`src/rtl/pe_out_collector.sv`:
```
// pe_out_collector: requantises finished PE results and buffers them in a show-ahead FIFO
module pe_out_collector #(
    parameter int IN_W  = 32,
    parameter int OUT_W = 16,
    parameter int DEPTH = 4
) (
    input  logic                    clk,
    input  logic                    rst,
    input  logic                    finish_i,
    input  logic [IN_W-1:0]         pe_out_i,
    input  logic [$clog2(IN_W)-1:0] shift_i,
    output logic                    m_valid_o,
    input  logic                    m_ready_i,
    output logic [OUT_W-1:0]        m_data_o,
    output logic                    m_sat_o,
    output logic [$clog2(DEPTH):0]  count_o,
    output logic                    overflow_o,
    output logic [7:0]              drop_cnt_o,
    input  logic                    clear_ovf_i
);
    localparam int AW = $clog2(DEPTH);
    localparam logic [AW:0] FULL_CNT = (AW+1)'(DEPTH);
    logic             fin_q;
    logic [OUT_W:0]   mem_q [DEPTH];
    logic [AW-1:0]    wr_q, rd_q;
    logic [AW:0]      cnt_q, cnt_d;
    logic             ovf_q, ovf_d;
    logic [7:0]       drop_q, drop_d;
    logic [IN_W-1:0]  r;
    logic [OUT_W-1:0] qdata;
    logic             sat, push, pop, full, drop, wr;
    // Requantise the bus value and decide push/pop/drop for this edge
    always_comb begin
        r      = pe_out_i >> shift_i;
        sat    = |(r >> OUT_W);
        qdata  = sat ? '1 : r[OUT_W-1:0];
        push   = fin_q;
        pop    = m_valid_o && m_ready_i;
        full   = cnt_q == FULL_CNT;
        drop   = push && full && !pop;
        wr     = push && !drop;
        cnt_d  = cnt_q + (AW+1)'(wr) - (AW+1)'(pop);
        ovf_d  = drop ? 1'b1 : (clear_ovf_i ? 1'b0 : ovf_q);
        drop_d = drop ? (clear_ovf_i ? 8'd1 : (&drop_q ? drop_q : drop_q + 8'd1))
                      : (clear_ovf_i ? 8'd0 : drop_q);
    end
    // Control state: finish delay, pointers, occupancy and drop accounting
    always_ff @(posedge clk) begin
        if (rst) begin
            fin_q  <= 1'b0;
            wr_q   <= '0;
            rd_q   <= '0;
            cnt_q  <= '0;
            ovf_q  <= 1'b0;
            drop_q <= '0;
        end else begin
            fin_q  <= finish_i;
            wr_q   <= wr ? wr_q + 1'b1 : wr_q;
            rd_q   <= pop ? rd_q + 1'b1 : rd_q;
            cnt_q  <= cnt_d;
            ovf_q  <= ovf_d;
            drop_q <= drop_d;
        end
    end
    // Entry storage; stale contents are unreachable once pointers are reset
    always_ff @(posedge clk) begin
        if (wr) mem_q[wr_q] <= {sat, qdata};
    end
    assign m_valid_o  = cnt_q != '0;
    assign m_data_o   = m_valid_o ? mem_q[rd_q][OUT_W-1:0] : '0;
    assign m_sat_o    = m_valid_o && mem_q[rd_q][OUT_W];
    assign count_o    = cnt_q;
    assign overflow_o = ovf_q;
    assign drop_cnt_o = drop_q;
endmodule

```
`config.mk`:
```
export PLATFORM = sky130hd
export DESIGN_NAME = pe_out_collector
export DESIGN_NICKNAME = d
export VERILOG_FILES = /design/src/rtl/pe_out_collector.sv
export SDC_FILE = /design/constraint.sdc
export NUM_CORES = 1
export LEC_CHECK = 0
export ABC_CLOCK_PERIOD_IN_PS = 3370
export CORE_MARGIN = 5
export CORE_UTILIZATION = 55
export DETAILED_ROUTE_END_ITERATION = 10
export DONT_BUFFER_PORTS = 1
export HOLD_SLACK_MARGIN = 0.12
export PLACE_DENSITY = 0.7
export RECOVER_POWER = 25
export SLEW_MARGIN = 25
export SYNTH_ARGS = -nofsm -noshare
export SYNTH_HDL_FRONTEND = slang
export SYNTH_SLANG_ARGS = --single-unit
export TNS_END_PERCENT = 10
```
`constraint.sdc`:
```
create_clock -name clk -period 3.37 [get_ports clk]
set_input_delay 0.674 -clock clk [delete_from_list [all_inputs] [get_ports clk]]
set_output_delay 0.674 -clock clk [all_outputs]
set_load 0.1 [all_outputs]
```
# After elaboration in Yosys (flattened, before gate mapping)
# Memory sizes are Yosys's and may differ from the RTL's. A register that Yosys moved wholly into a read port is not among the register bits.
# Index checks and enable logic that the tools add are counted.
# totals
regBits,17
latchBits,0
mem_bits_rw,68
rom_bits,0
elab_cells,39
n_memories,1
# classes
addsub,5
multipliers,0
n_div,0
n_lt_le_gt_ge,0
eq_ne,2
n_shift,1
n_mux,12
bitwise,0
reduce_logical,12
# mem_list
memory,words,word_bits,rd,rd_clocked_by_memory_dff,write_ports,line,rtl
mem_q,4,17,1,1,1,24,logic [OUT_W:0] mem_q [DEPTH];
# ops
operator,n
two-way mux 16 bit,2
two-way mux 8 bit,4
>> shifter 32 x 5 -> 32 bit,1
OR reduction 16 bit,1
adder 8 x 1 -> 8 bit (second input constant),1
AND reduction 8 bit,1
logical AND 1 bit,5
adder 2 x 1 -> 2 bit (second input constant),2
two-way mux 1 bit,4
two-way mux 2 bit,2
adder 3 x 1 -> 3 bit,1
== test 3 bit (second input constant),1
nonzero test 3 bit,1
subtractor 3 x 1 -> 3 bit,1
zero test 1 bit,2
!= test 2 bit (second input constant),1
AND reduction 2 bit,1
nonzero test 2 bit,1

# Longest topological paths before layout
# logic_depth
depth_word,8
ltp_mapped,11
ltp_nobuf,9

# Worst setup path before layout
# Ideal clock, no wire load.
# synth_timing
kind,register to output
from,reg cnt_q[1] (netlist: count_o[1])
to,out m_data_o[10]
t_arrival_ns,3.071
setup_slack_ns,-0.375
stages_incl_launch_ff,4
n_path_buf,1
cell_sequence,dfxtp_1 -> or3_1 -> clkbuf_1 -> and2_1
# synth_between
elab_chain_cells,2
# synth_lines
element,line,rtl
from (decl),26,"logic [AW:0] cnt_q, cnt_d;"
from (signal assigned),60,cnt_q <= cnt_d;
nonzero test 3 bit,69,assign m_valid_o = cnt_q != '0;
net m_valid_o,12,"output logic m_valid_o,"
two-way mux 16 bit,70,assign m_data_o = m_valid_o ? mem_q[rd_q][OUT_W-1:0] : '0;
to (decl),14,"output logic [OUT_W-1:0] m_data_o,"
# The timed path passes the listed nets, and every way through them passes these cells.

# Worst setup path after layout
# layout_timing
from,in shift_i[0]
to,"mem mem_q[0][13] (netlist name), data pin"
# layout_between
elab_chain_cells,3
# layout_lines
element,line,rtl
from (decl),11,"input logic [$clog2(IN_W)-1:0] shift_i,"
>> shifter 32 x 5 -> 32 bit (*),34,r = pe_out_i >> shift_i;
OR reduction 16 bit,35,sat = |(r >> OUT_W);
two-way mux 16 bit (*),36,qdata = sat ? '1 : r[OUT_W-1:0];
net qdata[13],30,logic [OUT_W-1:0] qdata;
to (decl),24,
# Mark *: on every way through the listed nets, which the timed path passes. The rest lies on a longest branch.

==> metrics.md <==
| Metric | Value |
|---|---|
| # resized after CTS | `0` |
| Vias per cell | `6.04` |
| Post-synthesis cell area | `5330 um^2` |
| Layout cells sized above 1 | `24.3%` |
| Clock Power Share | `16.7%` |
| Adder-cell share of the synthesized area | `1.79%` |
| Clk slew on worst S/H paths | `80 ps` |
| CORE AREA | `9590 um^2` |
| Status | `complete, no violations` |
| Slowest-stage cell, CP | `mux4_2` |
| Startpoint types | `input port` |
| Post-Syn Instances | `425` |
| Synth cell types | `51` |
| Post-route insts no fill | `582` |
| Sw Share | `43.5%` |
| Syn avg cell area | `12.5 um^2` |
| Top delay family on crit path | `compound AO/OA/AOI/OAI gates` |
| Antenna violations before repair | `0` |
| Crit Path Class | `input port to flop` |
| Synth async-reset ratio | `0%` |
| Total Neg Setup Slack | `0 ps` |
| Share of total power in combinational logic | `54.2%` |
| Clock Skew | `12.0 ps` |
| Synth top area share | `38.3%` |
| First-pass GRT wire length | `17,700 um` |
| H-tree depth | `3` |
| Number of global-route vias before repair | `3,559` |
| Leakage | `2.09 nW` |
| Cts bufs inserted | `9` |
| CTS max path bufs | `2` |
| Final setup viols | `0` |
| Reg-to-Reg Start | `drop_cnt_o[3]$_SDFFE_PP0P_` |
| DPL Wire Length | `8100 um` |
| Die Width | `108 um` |
| # port buffers | `0` |
| Max_slew headroom | `8.66%` |
| Peak VDD IR | `0.000560 V` |
| Largest net degree at the start of global routing | `43` |
| Final Wtd Congestion | `0.891` |
| Number of top-level pins | `72` |
| Period Utilization, post-route | `78.5%` |
| Crit Path Max Fanout | `42` |
| Syn nets | `474` |
| Fillers | `740` |
| WP buf/inv | `1` |
| Crit. Startpoint | `shift_i[0]` |
| Synth Flop Type | `edfxtp_1` |
| Root Buffer | `clkbuf_8` |
| Pre-antenna DRT Iters | `4` |
| RSZ-0062 raised after global routing | `no` |
| Final Max Slew Viols | `0` |
| ANT cells | `0` |
| Internal Dissipation | `2.43 mW` |
| Worst EP required | `3420 ps` |
| Yosys top cell by area | `edfxtp_1` |
| Final hold violation count | `0` |
| Mux cell area share after synthesis | `26.6%` |
| Largest family of logic cells by synthesized area | `multiplexers` |
| Hold_sp | `rst` |
| Post-Synth XOR/XNOR Area | `1.81%` |
| Top post-synthesis cells by count | `68 x edfxtp_1, 41 x mux4_2, 40 x nor2_1, 38 x mux2i_1, 29 x nand2_1` |
| # hold bufs at CTS | `0` |
| Sequential fraction of the synthesis area | `45.5%` |
| Vias | `3,518` |
| WL final | `10,700 um` |
| Placement Rows | `36` |
| Routed length per placed instance | `18.4 um` |
| Clock Latency Late Sink | `350 ps` |
| Critical Path Sink Type | `flop` |
| Fraction of the mapped netlist area in simple logic gates | `12.2%` |
| DIE AREA | `11,800 um^2` |
| Reg power frac | `29.1%` |
| Least-Margin Pin Slew | `1370 ps` |
| Number of flops mapped to enable cells by yosys | `68` |
| Critical Path AT | `2700 ps` |
| Min-delay worst type | `input port to flop` |
| Die Height | `108 um` |
| Worst-path cell chain | `mux4_2 > mux2i_4 > nand2_1 > o41a_1 > a211oi_4 > buf_4 > a31oi_1` |
| CTS tree | `done` |
| Largest cells by area after synthesis | `edfxtp_1 38%, mux4_2 17%, dfxtp_1 7.1%` |
| DRC | `0` |
| Starting density of the core | `55.5%` |
| Antenna-violating nets left | `0` |
| Max Fclk | `378 MHz` |
| Fin crit period | `2650 ps` |
| Synth warn | `0` |
| Switching power | `1.87 mW` |
| Max cap viols | `0` |
| FF+latch count, synth | `87` |
| DR iter-0 viols | `220` |
| Power Density | `716 nW/um^2` |
| GR Overflow Total | `0` |
| Overall Global Routing Usage | `19.2%` |
| Most common cell in the netlist | `edfxtp_1` |
| Cell count after placement | `566` |
| Area growth syn-to-layout | `12.9%` |
| Post-CTS setup repair buffer count | `0` |
| Synth Area in Compound Gates | `8.60%` |
| Nets | `493` |
| CTS sink count | `87` |
| Largest stage delay, worst path | `530 ps` |
-- flip-flops by register name, indices dropped and copies added (netlist names), named ones only --
| register | flops |
|---|---|
| count_o | 3 |
| overflow_o | 1 |
| rd_q | 2 |
| wr_q | 2 |
| drop_cnt_o | 8 |
| mem_q | 68 |
| fin_q | 1 |
-- cells in the final DEF (no fill, tap or decap), drive strengths merged, types with 6 or more instances in the layout --
master and instances:
edfxtp 68, mux4 41, nor2 40, mux2i 39, nand2 29, buf 29
clkbuf 25, and2 23, dfxtp 19, a21oi 16, o21ai 11, nand3 9
a22oi 9, mux2 8, a211oi 8, inv 7, nor2b 7, xor2 6
ha 6
-- final timing paths --
check / to / slack [ps] / cells after the start
hold reg to reg: wr_q[1]$_SDFFE_PP0P_ / 510 / 2
setup / recovery: mem_q[0][13]$_DFFE_PP_ / 720 / 7
setup reg to reg: drop_cnt_o[4]$_SDFFE_PP0P_ / 820 / 7
hold / removal: wr_q[1]$_SDFFE_PP0P_ / 380 / 1
-- through the flow --
step           power (mW)  utilization [%]  setup WS, ps  hold slack [ps]  area (um^2)
2_1_floorplan        2.95                -           126              469         5330
3_3_place_gp         3.63             60.9           452              476         5840
3_5_place_dp         3.65             60.9           395              498         5840
4_1_cts              4.36             63.1           699              359         6050
5_1_grt              4.47             62.7           627              363         6010
6_report             4.30             62.7           724              381         6010
-- per-layer routing --
metal  vias up  part of all wire (%)  track usage (%)
li1       1662                     -                -
met1      1698                    42             24.7
met2       144                    49             32.7
met3        14                   7.4             4.18
met4         0                   1.3             5.95
met5         -                     0                0
-- cells by family (layout without fill, tap and decap cells) --
group / after synthesis / count (layout)
XOR/XNOR: 11 / 11
AO/OA/AOI/OAI: 61 / 61
adder cells (fa/ha/maj): 7 / 7
multiplexers: 88 / 88
AND/OR/NAND/NOR: 132 / 132
buffers and inverters: 39 / 63
flip-flops: 87 / 87
-- final cells by class --
cell class | instances | area, um^2 | share of cell area [%]
inverter | 7 | 26.3 | 0.437
sequential | 87 | 2420 | 40.3
tap | 133 | 166 | 2.77
multi-input combinational | 299 | 2720 | 45.2
clock buffer | 14 | 199 | 3.31
timing repair buffer | 40 | 472 | 7.85
clock inverter | 2 | 10.0 | 0.166
-- power by group through the flow --
stage	sequential, mW	clock [mW]	combinational (mW)
2_1_floorplan	1.38	0	1.57
3_3_place_gp	1.27	0	2.36
3_5_place_dp	1.28	0	2.37
4_1_cts	1.25	0.735	2.37
5_1_grt	1.26	0.773	2.44
6_report	1.25	0.717	2.33
Note: power is estimated with default switching activity, not from simulation.
